--- src/rtl/whackamole_pkg.sv ---
// Shared types and constants for the whack-a-mole scoring path.
// Holds the evaluator state encoding and score/bonus defaults.
package whackamole_pkg;

  typedef enum logic [1:0] {
    ARMED,
    EVAL,
    LOCKOUT,
    OVER
  } state_t;

  localparam int POS_W           = 3;
  localparam int SCORE_W         = 8;
  localparam int BONUS_THRESHOLD = 3;
  localparam int BONUS_POINTS    = 2;

endpackage

--- src/rtl/guess_evaluator_debouncer.sv ---
// button_debouncer: 2-FF synchronizer, debounce counter, press pulse.
// Ports: i_clk, i_restart_game (sync reset), i_btn_raw,
//        o_level (debounced level), o_press (1-cycle rising pulse).
module button_debouncer #(
  parameter int DEBOUNCE_CYCLES = 1000000
) (
  input  logic i_clk,
  input  logic i_restart_game,
  input  logic i_btn_raw,
  output logic o_level,
  output logic o_press
);

  localparam int CW = $clog2(DEBOUNCE_CYCLES + 1);
  localparam logic [CW-1:0] LAST = CW'(DEBOUNCE_CYCLES - 1);

  logic          r_sync0;
  logic          r_sync1;
  logic          r_level;
  logic          r_press;
  logic [CW-1:0] r_cnt;
  logic          w_diff;
  logic          w_flip;

  assign w_diff = r_sync1 ^ r_level;
  // Last of the required run of differing cycles: level flips now.
  assign w_flip = w_diff && (r_cnt == LAST);

  always_ff @(posedge i_clk) begin
    if (i_restart_game) begin
      r_sync0 <= 1'b0;
      r_sync1 <= 1'b0;
      r_level <= 1'b0;
      r_press <= 1'b0;
      r_cnt   <= '0;
    end else begin
      r_sync0 <= i_btn_raw;
      r_sync1 <= r_sync0;
      r_press <= w_flip && r_sync1;
      if (w_flip) begin
        r_level <= r_sync1;
        r_cnt   <= '0;
      end else if (w_diff) begin
        r_cnt <= r_cnt + CW'(1);
      end else begin
        r_cnt <= '0;
      end
    end
  end

  assign o_level = r_level;
  assign o_press = r_press;

endmodule

--- src/rtl/guess_evaluator.sv ---
// guess_evaluator: debounced whack press -> right/wrong pulse, score.
// Ports: i_clk, i_restart_game, i_btn_raw, i_switches,
//   i_mole_position, i_mole_valid, i_game_over -> o_user_guess,
//   o_user_right, o_user_wrong, o_score, o_streak, o_busy.
// Macro STREAK_BONUS_EN: streak >= 3 earns bonus points per hit.
module guess_evaluator
  import whackamole_pkg::*;
#(
  parameter int DEBOUNCE_CYCLES = 1000000,
  parameter int LOCKOUT_CYCLES  = 100000000,
  parameter int SCORE_W         = whackamole_pkg::SCORE_W
) (
  input  logic               i_clk,
  input  logic               i_restart_game,
  input  logic               i_btn_raw,
  input  logic [POS_W-1:0]   i_switches,
  input  logic [POS_W-1:0]   i_mole_position,
  input  logic               i_mole_valid,
  input  logic               i_game_over,
  output logic [POS_W-1:0]   o_user_guess,
  output logic               o_user_right,
  output logic               o_user_wrong,
  output logic [SCORE_W-1:0] o_score,
  output logic [SCORE_W-1:0] o_streak,
  output logic               o_busy
);

  localparam int LW = $clog2(LOCKOUT_CYCLES + 1);
  localparam logic [LW-1:0] LOCK_LAST = LW'(LOCKOUT_CYCLES - 1);
  localparam logic [SCORE_W-1:0] SAT = '1;
`ifdef STREAK_BONUS_EN
  localparam bit BONUS_EN = 1'b1;
`else
  localparam bit BONUS_EN = 1'b0;
`endif

  state_t             r_state;
  logic [POS_W-1:0]   r_guess;
  logic [POS_W-1:0]   r_mole;
  logic               r_right;
  logic               r_wrong;
  logic [SCORE_W-1:0] r_score;
  logic [SCORE_W-1:0] r_streak;
  logic               r_busy;
  logic [LW-1:0]      r_lock_cnt;

  logic               w_level;
  logic               w_press;
  logic               w_hit;
  logic               w_bonus;
  logic [SCORE_W-1:0] w_streak_nx;
  logic [SCORE_W-1:0] w_score_nx;

  function automatic logic [SCORE_W-1:0] sat_add(
    input logic [SCORE_W-1:0] a,
    input logic [1:0]         inc
  );
    logic [SCORE_W:0] s;
    s = {1'b0, a} + (SCORE_W + 1)'(inc);
    return s[SCORE_W] ? SAT : s[SCORE_W-1:0];
  endfunction

  button_debouncer #(
    .DEBOUNCE_CYCLES(DEBOUNCE_CYCLES)
  ) u_deb (
    .i_clk          (i_clk),
    .i_restart_game (i_restart_game),
    .i_btn_raw      (i_btn_raw),
    .o_level        (w_level),
    .o_press        (w_press)
  );

  assign w_hit       = (r_guess == r_mole);
  assign w_streak_nx = sat_add(r_streak, 2'd1);
  assign w_bonus     = BONUS_EN &&
                       (w_streak_nx >= SCORE_W'(BONUS_THRESHOLD));
  assign w_score_nx  = sat_add(r_score,
                       w_bonus ? 2'(BONUS_POINTS) : 2'd1);

  always_ff @(posedge i_clk) begin
    if (i_restart_game) begin
      r_state    <= ARMED;
      r_guess    <= '0;
      r_mole     <= '0;
      r_right    <= 1'b0;
      r_wrong    <= 1'b0;
      r_score    <= '0;
      r_streak   <= '0;
      r_busy     <= 1'b0;
      r_lock_cnt <= '0;
    end else begin
      r_right <= 1'b0;
      r_wrong <= 1'b0;
      // Game over preempts everything, including an EVAL in flight.
      if (i_game_over) begin
        r_state <= OVER;
        r_busy  <= 1'b1;
      end else begin
        unique case (r_state)
          ARMED: begin
            r_guess <= i_switches;
            if (w_press && i_mole_valid) begin
              r_mole  <= i_mole_position;
              r_state <= EVAL;
              r_busy  <= 1'b1;
            end
          end
          EVAL: begin
            r_right <= w_hit;
            r_wrong <= !w_hit;
            if (w_hit) begin
              r_streak <= w_streak_nx;
              r_score  <= w_score_nx;
            end else begin
              r_streak <= '0;
            end
            r_lock_cnt <= '0;
            r_state    <= LOCKOUT;
          end
          LOCKOUT: begin
            // Hold until expired and the button has been released.
            if (r_lock_cnt != LOCK_LAST) begin
              r_lock_cnt <= r_lock_cnt + LW'(1);
            end else if (!w_level) begin
              r_state <= ARMED;
              r_busy  <= 1'b0;
            end
          end
          OVER: begin
            r_busy <= 1'b1;
          end
          default: begin
            r_state <= ARMED;
            r_busy  <= 1'b0;
          end
        endcase
      end
    end
  end

  assign o_user_guess = r_guess;
  assign o_user_right = r_right;
  assign o_user_wrong = r_wrong;
  assign o_score      = r_score;
  assign o_streak     = r_streak;
  assign o_busy       = r_busy;

endmodule

--- config.mk ---
export PLATFORM = sky130hd
export DESIGN_NAME = guess_evaluator
export DESIGN_NICKNAME = d
export VERILOG_FILES = /design/src/rtl/whackamole_pkg.sv /design/src/rtl/guess_evaluator_debouncer.sv /design/src/rtl/guess_evaluator.sv
export SDC_FILE = /design/constraint.sdc
export NUM_CORES = 1
export LEC_CHECK = 0
export BUFFER_PORTS_ARGS = -buffer_cell sky130_fd_sc_hd__buf_2
export CORE_ASPECT_RATIO = 1.2
export CORE_MARGIN = 5
export CORE_UTILIZATION = 25
export DETAILED_ROUTE_END_ITERATION = 8
export SYNTH_ARGS = -nofsm -noshare
export SYNTH_HDL_FRONTEND = slang
export SYNTH_HIERARCHICAL = 1
export SYNTH_SLANG_ARGS = --single-unit
--- constraint.sdc ---
create_clock -name i_clk -period 1.67 [get_ports i_clk]
set_input_delay 0.167 -clock i_clk [delete_from_list [all_inputs] [get_ports i_clk]]
set_output_delay 0.167 -clock i_clk [all_outputs]
set_load 0.01 [all_outputs]
**Yosys cells after proc, flatten, opt, wreduce, memory -nomap -nowiden**

Cells that the tools add are included.

- $add $sub $neg: 4
- Multiplexer cells: 15
- Order comparisons: 0
- Divide/modulo/power cells: 0
- Bitwise gates (word level): 4
- $mul: 0
- Shift-type cells: 0
- Equality and inequality tests: 10
- Reductions and logical operators: 17

Operators with widths:

| kind | number |
|---|---|
| 27-bit case mux with 2 select lines | 1 |
| 27-bit by 1-bit adder with 27-bit output (second input constant) | 1 |
| 27-bit two-way mux | 1 |
| 27-bit inequality test (second input constant) | 1 |
| 8-bit two-way mux | 3 |
| 20-bit by 1-bit adder with 20-bit output (second input constant) | 1 |
| 20-bit == test (second input constant) | 1 |
| 8-bit by 1-bit adder with 9-bit output (second input constant) | 2 |
| 3-bit inequality test (second input constant) | 3 |
| 3-bit AND reduction | 3 |
| 2-bit two-way mux | 4 |
| 4-bit AND reduction | 2 |
| 4-bit nonzero test | 2 |
| 2-bit case mux with 3 select lines | 1 |
| 3-bit OR reduction | 2 |
| 2-bit == test (second input constant) | 2 |
| 1-bit two-way mux | 4 |
| 2-bit AND reduction | 2 |
| 3-bit == test | 1 |
| 1-bit logical AND | 3 |
| 1-bit inverter | 3 |
| 1-bit case mux with 3 select lines | 1 |
| 2-bit by 1-bit == test with 1-bit output (second input constant) | 1 |
| 2-bit logical NOT | 1 |
| other kinds (4) | 4 |

- Logic and storage cells: 64
- Register bits after elaboration: 78
- Memory bits (read-only): 0
- Output and inout bits: 22
- Memory bits (writable): 0
- Latch bits: 0
- Memories kept: 0

**Logic depth before layout (Yosys ltp)**

- Word-level depth: 4
- Mapped depth: 9

**Hierarchy**

Netlist, hierarchy kept.

By module, submodules not included:

| module | area an instance (µm²) | cells each | seq. area each (µm²) | instances |
|---|---|---|---|---|
| guess_evaluator | 2836.5 | 326 | 1081.0 | 1 |
| button_debouncer | 1088.5 | 117 | 480.5 | 1 |

**Worst setup path after synthesis**

OpenSTA, ideal clock, no wires.

- Path type: register to register
- From: register r_state[1]
- To: register r_score[7] (netlist: o_score[7])
- Buffers on the path: 1
- Data arrival time: 1.682 ns
- Period minus slack after synthesis: 1.812 ns
- Cell stages (with the launch flop): 9
- Slack: -0.142 ns
- Data required time: 1.540 ns
- Cells stage by stage: dfxtp_1 -> inv_1 -> ha_1 -> nand2b_1 -> buf_2 -> or4_4 -> nor3_1 -> and3_1 -> nor3_2

- Cells in the longest elaborated chain, start to end: 2

RTL lines:

| what | RTL line | RTL |
|---|---|---|
| from (decl) | guess_evaluator.sv:37 | `state_t r_state;` |
| from (signal assigned) | guess_evaluator.sv:82 | `r_state <= ARMED;` |
| from (signal assigned) | guess_evaluator.sv:96 | `r_state <= OVER;` |
| from (signal assigned) | guess_evaluator.sv:104 | `r_state <= EVAL;` |
| 2-bit by 1-bit == test with 1-bit output | guess_evaluator.sv:99 | `unique case (r_state)` |
| 3-bit AND reduction (no line) | -- |  |
| to (signal assigned) | guess_evaluator.sv:113 | `r_score <= w_score_nx;` |
| to (decl) | guess_evaluator.sv:42 | `logic [SCORE_W-1:0] r_score;` |

No other way between the ends.
A chain may end at the register's enable or synchronous reset.

**Worst setup path in the final report**

- From: register u_deb.r_cnt[7]
- To: register u_deb.r_cnt[5]

- Cells in the longest elaborated chain, start to end: 3

RTL lines:

| what | RTL line | RTL |
|---|---|---|
| from (decl) | guess_evaluator_debouncer.sv:21 | `logic [CW-1:0] r_cnt;` |
| from (signal assigned) | guess_evaluator_debouncer.sv:44 | `r_cnt <= r_cnt + CW'(1);` |
| 20-bit == test | guess_evaluator_debouncer.sv:27 | `assign w_flip = w_diff && (r_cnt == LAST);` |
| 1-bit logical AND | guess_evaluator_debouncer.sv:27 |  |
| 3-bit OR reduction (no line) | -- |  |

No other way between the ends.

==> flow_metrics.tcl <==
set metrics [dict create \
    die_h_um 147.3 \
    ys_warn_count 6 \
    synth_seq_cells 78 \
    syn2layout_area_growth_pct 42.49 \
    worstPathCellList "or4b_4, nor4_4, a211o_4, clkbuf_16, nor2_1" \
    async_flop_share 0 \
    syn_area_per_cell_um2 8.860 \
    finalHoldViolCount 0 \
    synth_area_leader_cell "dfxtp_1" \
    fp.coreArea_um2 15510 \
    max_freq_ghz 0.5882 \
    max_slew.worst_pin.slew_ns 0.3637 \
    initialDrtViolationCount 140 \
    slew_headroom 0.7567 \
    postSynthCellCount 443 \
    finalNonFillerCells 770 \
    root_buffer "clkbuf_16" \
    leakage_nw 2.295 \
    finalSetupViolations 18 \
    htree_num_levels 3 \
    wire_per_inst_um 13.14 \
    clk_pin_slew_ns 0.07 \
    drt-met1-wl_mm 4.452 \
    worst-path-buf-inv 1 \
    ant_nets 0 \
    drc_errors 0 \
    ios 33 \
    grt_usage 0.1047 \
    slowest_stage "or4b_4" \
    post-dp-hpwl_mm 7.145 \
    cts_sinks 78 \
    grt_pass1_wl_mm 16.32 \
    min_period_over_period 1.018 \
    top_layer "met4" \
    dr.pass1.iters 4 \
    ir_worst_vdd_v 0.0004950 \
    dr_wl_met2_mm 5.232 \
    drt-total-wl_mm 10.12 \
    critical_path_class "flip-flop to flip-flop" \
    critPathMaxFanout 5 \
    slew_violations 0 \
    nets 576 \
    cts_tree "built" \
    setup_slack_ns -0.02999 \
    status "finished, violations left" \
    dr_wl_met3_um 324 \
    io_buffers 32 \
    syn_nets 462 \
    endpoint_kind "flip-flop" \
    grt_overflow_total 0 \
    post-route-min-period_ns 1.700 \
    place_inst 733 \
    arrival_ns 1.94 \
    start_kind "flip-flop" \
    synth_edf_count 0 \
    diodes 0 \
    path_delay_family "simple AND/OR/NAND/NOR gates" \
    violations "setup timing" \
    ys.flop_type "dfxtp_1" \
    gp_congestion 0.7945 \
    cts_buffers 9 \
    num-fill-cells 1581 \
    hold_path.class "primary input to flip-flop" \
    max_stage_delay_ns 0.54 \
    fin_area_um2 5593 \
    syn_area_um2 3925 \
    seq_area_frac_synth 0.3978 \
    r2r_slack_ns -0.03 \
    final_core_util 0.3605 \
    cts_max_path_buffers 2 \
    viasPerCell 4.796 \
    synth_area_leaders "dfxtp_1 (40%), nor2_1 (4.3%), mux2i_1 (4.1%), nand2_1 (4.0%), xor2_1 (4.0%)" \
    rows 50 \
    clock_latency_ns 0.34 \
    fin_worst_skew_ns 0.009667 \
    crit_required_ns 1.91 \
    yosysTopAreaCellShare 0.3978 \
    grt_max_degree 20 \
    die_area_um2 18320 \
    die_w_um 124.4 \
    rsz0062_at_grt "yes" \
    grt_pass1_vias 3618 \
    grt_antenna_before_repair 0 \
    vias 3693 \
    place_area_um2 4830 \
    drive_gt1_frac 0.3932 \
    synth_cell_types 66 \
    power_density_nw_per_um2 864.7 \
    start_util 0.2530 \
    maxCapViolations 0 \
]
-- synthesized netlist by cell type, types with 3 or more instances --
cell	instances
nor4_4	3
a2111o_1	5
nor4_1	3
a21oi_1	16
inv_1	9
or3_1	11
and4_1	6
nand3_1	28
o21ai_0	22
buf_2	3
and3_1	8
nand4_1	12
xor2_1	18
nand2b_1	4
nor2b_1	6
o31ai_1	3
o211ai_1	5
dfxtp_1	78
o2111ai_1	8
a22o_1	4
a31oi_1	3
or4_1	3
mux2i_1	16
clkbuf_1	9
ha_1	8
nand2_1	42
nor3_1	8
o21ai_1	4
nand4_2	5
nor2_1	45
xnor2_1	8
-- layer usage --
layer  global-route usage  vias to the layer above
li1                     -                     1856
met1               0.1230                     1780
met2               0.1856                       46
met3              0.03164                       11
met4              0.02686                        0
met5                    0                        -
-- state kept, by name (all words and copies together), names as in the netlist, 2 cells and up --
register,flops
o_score,8
o_streak,8
o_user_guess,3
r_lock_cnt,27
r_mole,3
r_state,2
u_deb/r_cnt,20
-- tightest hold or removal path, stage by stage --
cell and delay [ns]:
buf_2 0.07, mux2i_1 0.05, nor2_1 0.07
-- cell usage in the layout, fill, tap and decap left out, drive strengths merged, types with 2 or more instances in the layout --
cell     instances
dfxtp           78
nor3            10
nand2           43
a2111o           5
and3             8
ha               8
a22o             4
xor2            18
o31ai            3
or3             13
clkinv           3
inv             11
nand4           17
mux2i           16
o21ai           27
nor4             8
o2111ai          8
clkbuf          12
and4             7
or4              5
buf            118
and4bb           2
nand2b           4
a211oi           2
or2              2
a21oi           17
nand3           29
o211ai           5
nor2            46
nor2b            6
xnor2            8
a31oi            3
and2             2
a31o             2
-- final timing paths --
check / startpoint / end / cells past startpoint
max: u_deb/r_cnt[7] / u_deb/r_cnt[5] / 5
min: i_mole_position[1] / r_mole[1] / 3
max reg2reg: u_deb/r_cnt[7] / u_deb/r_cnt[5] / 5
min reg2reg: u_deb/r_sync0 / u_deb/r_sync1 / 1
-- cell type report --
type / count / area (um^2) / share of cell area
multi-input cells: 339 / 2507 / 0.4483
clock buffers: 11 / 252.7 / 0.04519
inverters: 10 / 40.04 / 0.007159
clock inverters: 5 / 65.06 / 0.01163
repair buffers: 119 / 879.6 / 0.1573
flip-flops and latches: 78 / 1588 / 0.2839
well taps: 208 / 260.3 / 0.04653
-- power breakdown --
group | internal [mW] | switching (mW) | leakage, nW
combinational | 0.403 | 0.418 | 1.50
sequential | 1.91 | 0.0457 | 0.638
clock | 1.25 | 0.811 | 0.156
-- cells by family after synthesis --
family,count (synthesis),share of synthesized area
buf+inv,26,0.03155
mux,16,0.04080
simple gates,203,0.2974
flops,78,0.3978
compound gates,86,0.1489
fa+ha+maj,8,0.02550
xor+xnor,26,0.05802
-- repair_timing --
action | 4_1_cts | 5_1_grt
hold buffers | 0 | 0
pin swaps | 2 | 17
gates resized for setup | 17 | 57
buffers inserted | 5 | 13
cloned | 1 | 2
endpoints found under the setup margin | 54 | 58
-- through the flow --
| step | TNS (ns) | setup WS [ns] | power (mW) | hold slack, ns |
|---|---|---|---|---|
| after floorplan | -0.2012 | -0.04904 | 2.389 | 0.2361 |
| after global placement | -0.7558 | -0.09241 | 2.628 | 0.4007 |
| after detailed placement | -1.892 | -0.1188 | 2.643 | 0.4072 |
| after CTS | -0.4096 | -0.02959 | 4.782 | 0.04645 |
| after global routing | -2.973 | -0.1093 | 5.049 | 0.06406 |
| final | -0.3623 | -0.02999 | 4.836 | 0.05146 |
Note: power is estimated with default switching activity, not from simulation.
